==> config.mk <==
export PLATFORM = sky130hd
export DESIGN_NAME = switch_rr_arbiter_flat
export DESIGN_NICKNAME = d
export VERILOG_FILES = /design/src/rtl/switch_rr_arbiter_pkg.sv /design/src/rtl/switch_rr_arbiter_if.sv /design/src/rtl/switch_rr_arbiter_rr_arb4.sv /design/src/rtl/switch_rr_arbiter.sv /design/src/flat_wrapper.sv
export SDC_FILE = /design/constraint.sdc
export NUM_CORES = 1
export LEC_CHECK = 0
export ABC_AREA = 1
export CELL_PAD_IN_SITES_DETAIL_PLACEMENT = 1
export CELL_PAD_IN_SITES_GLOBAL_PLACEMENT = 1
export CORE_MARGIN = 8
export CORE_UTILIZATION = 38
export CTS_CLUSTER_SIZE = 30
export DETAILED_ROUTE_END_ITERATION = 6
export GPL_TIMING_DRIVEN = 0
export MAX_ROUTING_LAYER = met4
export PLACE_DENSITY_LB_ADDON = 0.1
export SYNTH_ARGS = -nofsm -noshare
export SYNTH_HDL_FRONTEND = slang
export SYNTH_SLANG_ARGS = --single-unit
==> constraint.sdc <==
create_clock -name clk -period 3.3 [get_ports clk]
set_input_delay 0.825 -clock clk [delete_from_list [all_inputs] [get_ports clk]]
set_output_delay 0.825 -clock clk [all_outputs]
set_load 0.1 [all_outputs]
==> src/rtl/switch_rr_arbiter_pkg.sv <==
// Shared router definitions: port indices, request/grant bit order, pointer reset.
package switch_rr_arbiter_pkg;

  localparam int unsigned NUM_PORTS = 4;
  localparam int unsigned PTR_W     = 2;

  // Request/grant vector: bit3 = L, bit2 = W, bit1 = E, bit0 = S (shared with the switch allocator)
  typedef logic [NUM_PORTS-1:0] port_vec_t;
  typedef logic [PTR_W-1:0]     ptr_t;

  localparam ptr_t IDX_L   = 2'd3;
  localparam ptr_t IDX_W   = 2'd2;
  localparam ptr_t IDX_E   = 2'd1;
  localparam ptr_t IDX_S   = 2'd0;

  // After reset the L input has highest priority on every output
  localparam ptr_t PTR_RST = IDX_L;

endpackage

==> src/rtl/switch_rr_arbiter_if.sv <==
// Allocator <-> arbiter bundle: per-output requests/full in, one-hot grants and counters out.
interface switch_rr_arbiter_if #(
  parameter int unsigned CNTW = 16
);
  import switch_rr_arbiter_pkg::*;

  logic            en;
  logic            cnt_clr;
  port_vec_t       req_L;
  port_vec_t       req_W;
  port_vec_t       req_E;
  port_vec_t       req_S;
  logic            W_full;
  logic            E_full;
  logic            S_full;
  port_vec_t       L_arb_res;
  port_vec_t       W_arb_res;
  port_vec_t       E_arb_res;
  port_vec_t       S_arb_res;
  logic [CNTW-1:0] L_xfer_cnt;
  logic [CNTW-1:0] W_xfer_cnt;
  logic [CNTW-1:0] E_xfer_cnt;
  logic [CNTW-1:0] S_xfer_cnt;

  // Switch allocator side
  modport master (
    output en, cnt_clr, req_L, req_W, req_E, req_S, W_full, E_full, S_full,
    input  L_arb_res, W_arb_res, E_arb_res, S_arb_res,
    input  L_xfer_cnt, W_xfer_cnt, E_xfer_cnt, S_xfer_cnt
  );

  // Arbiter side
  modport slave (
    input  en, cnt_clr, req_L, req_W, req_E, req_S, W_full, E_full, S_full,
    output L_arb_res, W_arb_res, E_arb_res, S_arb_res,
    output L_xfer_cnt, W_xfer_cnt, E_xfer_cnt, S_xfer_cnt
  );

endinterface

==> src/rtl/switch_rr_arbiter_rr_arb4.sv <==
// One output's 4-way round-robin arbiter: pointer, rotate-priority grant, transfer detect, counter.
module rr_arb4
  import switch_rr_arbiter_pkg::*;
#(
  parameter int unsigned CNTW = 16
) (
  input  logic            i_clk,
  input  logic            i_rst_n,
  input  logic            i_cnt_clr,
  input  port_vec_t       i_req,
  input  logic            i_full,
  output port_vec_t       o_grant_c,
  output logic [CNTW-1:0] o_cnt
);

  ptr_t            r_ptr;
  logic [CNTW-1:0] r_cnt;
  port_vec_t       w_grant;
  ptr_t            w_gidx;
  ptr_t            w_idx;
  logic            w_hit;
  logic            w_xfer;

  // Grant the first requester scanning down from the pointer, wrapping
  always_comb begin
    w_grant = '0;
    w_gidx  = r_ptr;
    w_idx   = '0;
    w_hit   = 1'b0;
    for (int k = 0; k < NUM_PORTS; k++) begin
      w_idx = PTR_W'(r_ptr - PTR_W'(k));
      if (!w_hit && i_req[w_idx]) begin
        w_grant[w_idx] = 1'b1;
        w_gidx         = w_idx;
        w_hit          = 1'b1;
      end
    end
  end

  // A flit moves only when granted and the downstream buffer has room
  assign w_xfer    = w_hit & ~i_full;
  assign o_grant_c = w_grant;
  assign o_cnt     = r_cnt;

  // Pointer drops the winner to lowest priority; counter clears or saturates
  always_ff @(posedge i_clk) begin
    if (!i_rst_n) begin
      r_ptr <= PTR_RST;
      r_cnt <= '0;
    end else begin
      if (w_xfer) begin
        r_ptr <= PTR_W'(w_gidx - 2'd1);
      end
      if (i_cnt_clr) begin
        r_cnt <= '0;
      end else if (w_xfer && (r_cnt != '1)) begin
        r_cnt <= r_cnt + CNTW'(1);
      end
    end
  end

endmodule

==> src/rtl/switch_rr_arbiter.sv <==
// Four independent per-output round-robin arbiters for the L/W/E/S switch stage.
module switch_rr_arbiter
  import switch_rr_arbiter_pkg::*;
#(
  parameter int unsigned CNTW = 16
) (
  input  logic                clk,
  input  logic                rst_n,
  switch_rr_arbiter_if.slave  sw
);

  logic      w_gate;
  port_vec_t w_req_L;
  port_vec_t w_req_W;
  port_vec_t w_req_E;
  port_vec_t w_req_S;

  // Disabled or in reset: hide all requests so no grant and no transfer can occur
  assign w_gate  = rst_n & sw.en;
  assign w_req_L = w_gate ? sw.req_L : '0;
  assign w_req_W = w_gate ? sw.req_W : '0;
  assign w_req_E = w_gate ? sw.req_E : '0;
  assign w_req_S = w_gate ? sw.req_S : '0;

  // L output has no downstream full
  rr_arb4 #(.CNTW(CNTW)) u_arb_l (
    .i_clk     (clk),
    .i_rst_n   (rst_n),
    .i_cnt_clr (sw.cnt_clr),
    .i_req     (w_req_L),
    .i_full    (1'b0),
    .o_grant_c (sw.L_arb_res),
    .o_cnt     (sw.L_xfer_cnt)
  );

  rr_arb4 #(.CNTW(CNTW)) u_arb_w (
    .i_clk     (clk),
    .i_rst_n   (rst_n),
    .i_cnt_clr (sw.cnt_clr),
    .i_req     (w_req_W),
    .i_full    (sw.W_full),
    .o_grant_c (sw.W_arb_res),
    .o_cnt     (sw.W_xfer_cnt)
  );

  rr_arb4 #(.CNTW(CNTW)) u_arb_e (
    .i_clk     (clk),
    .i_rst_n   (rst_n),
    .i_cnt_clr (sw.cnt_clr),
    .i_req     (w_req_E),
    .i_full    (sw.E_full),
    .o_grant_c (sw.E_arb_res),
    .o_cnt     (sw.E_xfer_cnt)
  );

  rr_arb4 #(.CNTW(CNTW)) u_arb_s (
    .i_clk     (clk),
    .i_rst_n   (rst_n),
    .i_cnt_clr (sw.cnt_clr),
    .i_req     (w_req_S),
    .i_full    (sw.S_full),
    .o_grant_c (sw.S_arb_res),
    .o_cnt     (sw.S_xfer_cnt)
  );

endmodule

==> src/flat_wrapper.sv <==
// flat-port wrapper written by rule: the top's interface ports become plain ports
module switch_rr_arbiter_flat import switch_rr_arbiter_pkg::*;
#(
  parameter int unsigned CNTW = 16
)
  (clk, rst_n, sw_en, sw_cnt_clr, sw_req_L, sw_req_W, sw_req_E, sw_req_S, sw_W_full, sw_E_full, sw_S_full, sw_L_arb_res, sw_W_arb_res, sw_E_arb_res, sw_S_arb_res, sw_L_xfer_cnt, sw_W_xfer_cnt, sw_E_xfer_cnt, sw_S_xfer_cnt);
  switch_rr_arbiter_if #(.CNTW(CNTW)) sw_i ();
  input  logic clk;
  input  logic rst_n;
  input wire logic [$bits(sw_i.en)-1:0] sw_en;
  input wire logic [$bits(sw_i.cnt_clr)-1:0] sw_cnt_clr;
  input wire logic [$bits(sw_i.req_L)-1:0] sw_req_L;
  input wire logic [$bits(sw_i.req_W)-1:0] sw_req_W;
  input wire logic [$bits(sw_i.req_E)-1:0] sw_req_E;
  input wire logic [$bits(sw_i.req_S)-1:0] sw_req_S;
  input wire logic [$bits(sw_i.W_full)-1:0] sw_W_full;
  input wire logic [$bits(sw_i.E_full)-1:0] sw_E_full;
  input wire logic [$bits(sw_i.S_full)-1:0] sw_S_full;
  output wire logic [$bits(sw_i.L_arb_res)-1:0] sw_L_arb_res;
  output wire logic [$bits(sw_i.W_arb_res)-1:0] sw_W_arb_res;
  output wire logic [$bits(sw_i.E_arb_res)-1:0] sw_E_arb_res;
  output wire logic [$bits(sw_i.S_arb_res)-1:0] sw_S_arb_res;
  output wire logic [$bits(sw_i.L_xfer_cnt)-1:0] sw_L_xfer_cnt;
  output wire logic [$bits(sw_i.W_xfer_cnt)-1:0] sw_W_xfer_cnt;
  output wire logic [$bits(sw_i.E_xfer_cnt)-1:0] sw_E_xfer_cnt;
  output wire logic [$bits(sw_i.S_xfer_cnt)-1:0] sw_S_xfer_cnt;
  assign sw_i.en = sw_en;
  assign sw_i.cnt_clr = sw_cnt_clr;
  assign sw_i.req_L = sw_req_L;
  assign sw_i.req_W = sw_req_W;
  assign sw_i.req_E = sw_req_E;
  assign sw_i.req_S = sw_req_S;
  assign sw_i.W_full = sw_W_full;
  assign sw_i.E_full = sw_E_full;
  assign sw_i.S_full = sw_S_full;
  assign sw_L_arb_res = sw_i.L_arb_res;
  assign sw_W_arb_res = sw_i.W_arb_res;
  assign sw_E_arb_res = sw_i.E_arb_res;
  assign sw_S_arb_res = sw_i.S_arb_res;
  assign sw_L_xfer_cnt = sw_i.L_xfer_cnt;
  assign sw_W_xfer_cnt = sw_i.W_xfer_cnt;
  assign sw_E_xfer_cnt = sw_i.E_xfer_cnt;
  assign sw_S_xfer_cnt = sw_i.S_xfer_cnt;
  switch_rr_arbiter #(.CNTW(CNTW)) u_core (.clk(clk), .rst_n(rst_n), .sw(sw_i));
endmodule
==> flow_summary_export.csv, run 1 <==
group,metric,value,unit
outcome,status,"finished clean",
placed_design,hpwl,14.8,mm
synth,synth_nets,983,
timing,slew_viol_final,0,
clock_network,h-tree-depth,3,
synth,yosysMostFrequentCell,"nand2_1",
synth,async_flop_share,0,%
grt,antenna_found_initial,0,
final_layout,drive_gt1_share,20.1,%
timing,finalSetupViolCount,0,
synth,synth_edf_count,0,
critical_path,start_kind,"input port",
critical_path,crit_required,2.47,ns
grt,grt_pass1_vias,6757,
worst_hold_path,hp-class,"register to register",
timing,worst_clock_skew,0.00851,ns
timing,period_needed,3.29,ns
final_layout,areaGrowthSynthToFinish,42.6,%
synth,synth_ff_type,"dfxtp_1",
detailed_routing,drcViolationCount,0,
synth,synth_area_leaders,"dfxtp_1, nand2_1, nand3_1, ha_1, a21oi_1",
clock_network,numClockSinks,72,
synth,synth_top_cell_by_area,"dfxtp_1",
critical_path,critical_path_class,"input port to output pin",
timing,finalCritPeriodShare,99.6,%
pwr,power.leakage,3.28,nW
critical_path,critical_path.max_fanout,5,
grt,grt_max_degree,13,
floorplanning,start_util,38.3,%
clock_network,cts_tree,"done",
placed_design,place_inst,1242,
floorplanning,core_area,0.0157,mm2
floorplanning,die_area,0.0201,mm2
grt,grt.overflow.total,0,
clock_network,root_buffer,"clkbuf_16",
floorplanning,io_pins,103,
synth,seq_area_frac_synth,24.0,%
detailed_routing,drt_pass1_iterations,4,
placed_design,dpl_worst_slack,-1.43,ns
synth,synthTopCellsByCount,"nand2_1, nand3_1, a21oi_1, inv_1, dfxtp_1",
floorplanning,die_height,142,um
synth,synth_top_area_share,24.0,%
timing,finalHoldViolCount,0,
critical_path,end_kind,"output pin",
timing,worst_pin_slew,1.09,ns
final_layout,fin_cells,1278,
pwr,p_per_area,977,mW/mm2
floorplanning,rows,46,
synth,synth.distinct_cells,40,
run,maxCapViolCount,0,
floorplanning,die_w,142,um
synth,netlist_instances,925,
clock_network,insertion_delay,0.34,ns
final_layout,final_core_util,54.7,%
synth,yosysWarnings,0,
grt,track_usage,20.2,%
pwr,total_power,8.36,mW
detailed_routing,first_iter_violations,198,
final_layout,n_antenna_cell,0,
detailed_routing,avgRoutedWirePerCell,16.2,um
detailed_routing,ant_nets,0,
synth,postSynthAreaPerCell,6.49,um2
placed_design,gp_congestion,0.861,
synth,synth_seq_cells,72,
clock_network,cts_buffers,9,
timing,setup_slack,0.0131,ns
detailed_routing,vias,6637,
synth,syn-cell-area,0.00600,mm2
pwr,ir_worst_vdd,0.586,mV
timing,fmax,0.304,GHz
detailed_routing,viasPerCell,5.19,
grt,grt_pass1_wl,33.0,mm
clock_network,max-clock-path-buffers,2,
clock_network,holdBufCountCts,0,
placed_design,io_buffers,101,
final_layout,nets,1115,
clock_network,clk_pin_slew_worst_paths,0.06,ns
critical_path,crit_arrival,2.46,ns
timing,slew_headroom,26.9,%
detailed_routing,wl,20.7,mm
[report_power, final]
group	total, mW	internal, mW	switching [mW]
combinational	6.17	2.08	4.09
clock	1.07	0.682	0.389
sequential	1.12	0.956	0.164
[path summary, 6_finish.rpt]
check                                         from                               endpoint  slack (ns)  depth (start not counted)
max                                    sw_req_E[3]                        sw_E_arb_res[3]        0.01                         11
min          u_core.u_arb_w.o_cnt[14]$_SDFFE_PP0P_  u_core.u_arb_w.o_cnt[14]$_SDFFE_PP0P_        0.49                          2
max reg2reg   u_core.u_arb_l.o_cnt[0]$_SDFFE_PP0P_   u_core.u_arb_l.o_cnt[5]$_SDFFE_PP0P_        0.91                          9
min reg2reg  u_core.u_arb_w.o_cnt[14]$_SDFFE_PP0P_  u_core.u_arb_w.o_cnt[14]$_SDFFE_PP0P_        0.49                          2
[worst max-delay path, stage by stage]
cell and delay (ns):
clkdlybuf4s50_1 0.48, nand3_2 0.08, nand2_1 0.12, nand2_1 0.09, nand2_1 0.08, nand2_2 0.12
nand3_2 0.11, inv_2 0.10, a21oi_2 0.20, o21ai_4 0.09, buf_12 0.17
[layer usage]
layer  vias to the layer above  share of wire [%]  track usage, %
met3                        17                3.4            3.80
met5                         -                  0               -
li1                       3336                  -               -
met1                      3182                 47            24.7
met4                         0                1.2            4.01
met2                       102                 49            34.2
[logic make-up (layout without fill, tap and decap cells)]
| family | Yosys count | after routing | synth area share, % |
|---|---|---|---|
| simple gates | 527 | 527 | 41.4 |
| compound gates | 121 | 121 | 10.4 |
| buf+inv | 116 | 253 | 8.91 |
| flops | 72 | 72 | 24.0 |
| xor+xnor | 54 | 54 | 7.88 |
| fa+ha+maj | 35 | 35 | 7.30 |
[layout make-up]
class                      count  area (um2)
fill                        1984        7100
multi-input combinational    737        4610
sequential                    72        1460
timing repair buffer         121        1310
inverter                      91         372
tap                          216         270
clock buffer                  11         243
buffer                        25         201
clock inverter                 5        80.1
[state kept, by name (all words and copies together) (netlist names)]
| register | flops |
|---|---|
| u_core.u_arb_e.o_cnt | 16 |
| u_core.u_arb_e.r_ptr | 2 |
| u_core.u_arb_l.o_cnt | 16 |
| u_core.u_arb_l.r_ptr | 2 |
| u_core.u_arb_s.o_cnt | 16 |
| u_core.u_arb_s.r_ptr | 2 |
| u_core.u_arb_w.o_cnt | 16 |
| u_core.u_arb_w.r_ptr | 2 |
[layout by cell type, fill, tap and decap left out, drive strengths merged, types with 2 or more instances in the layout]
master         count
a21oi             81
clkinvlp           6
clkinv             2
o2111ai            4
nor4               7
inv               86
nor2              44
clkbuf            19
xnor2             16
bufinv             2
buf               53
nand3            156
nand4             22
nand2            273
dfxtp             72
clkdlybuf4s50     80
o21ai             33
xor2              38
ha                35
nor3              18
nand3b             4
dlymetal6s2s       4
[timing repair]
item                       4_1_cts  5_1_grt
resized for setup              186       93
gates cloned                     1        0
setup endpoints to repair       16       16
setup buffers                    7       12
hold endpoints to repair         0        0
pin swaps                        5       18
[per-stage QoR]
| stage | hold slack (ns) | TNS (ns) | instance area (um2) |
|---|---|---|---|
| finish | 0.490 | 0 | 8560 |
| global route | 0.515 | -0.403 | 8560 |
| CTS | 0.493 | -0.000374 | 8080 |
| detailed placement | 0.481 | -20.93 | 7460 |
| global placement | 0.470 | -20.53 | 7460 |
| floorplan | 0.618 | -1.34 | 6180 |
(Power assumes the default switching activity.)
==> inputs of run 2 (changes only) <==
--- a/config.mk
+++ b/config.mk
@@ -12,6 +12,7 @@
 export CORE_UTILIZATION = 38
 export CTS_CLUSTER_SIZE = 30
 export DETAILED_ROUTE_END_ITERATION = 6
+export GPL_ROUTABILITY_DRIVEN = 0
 export GPL_TIMING_DRIVEN = 0
 export MAX_ROUTING_LAYER = met4
 export PLACE_DENSITY_LB_ADDON = 0.1
==> results of run 2 <==
Final layout, timing and power as in run 1 (identical DEF).
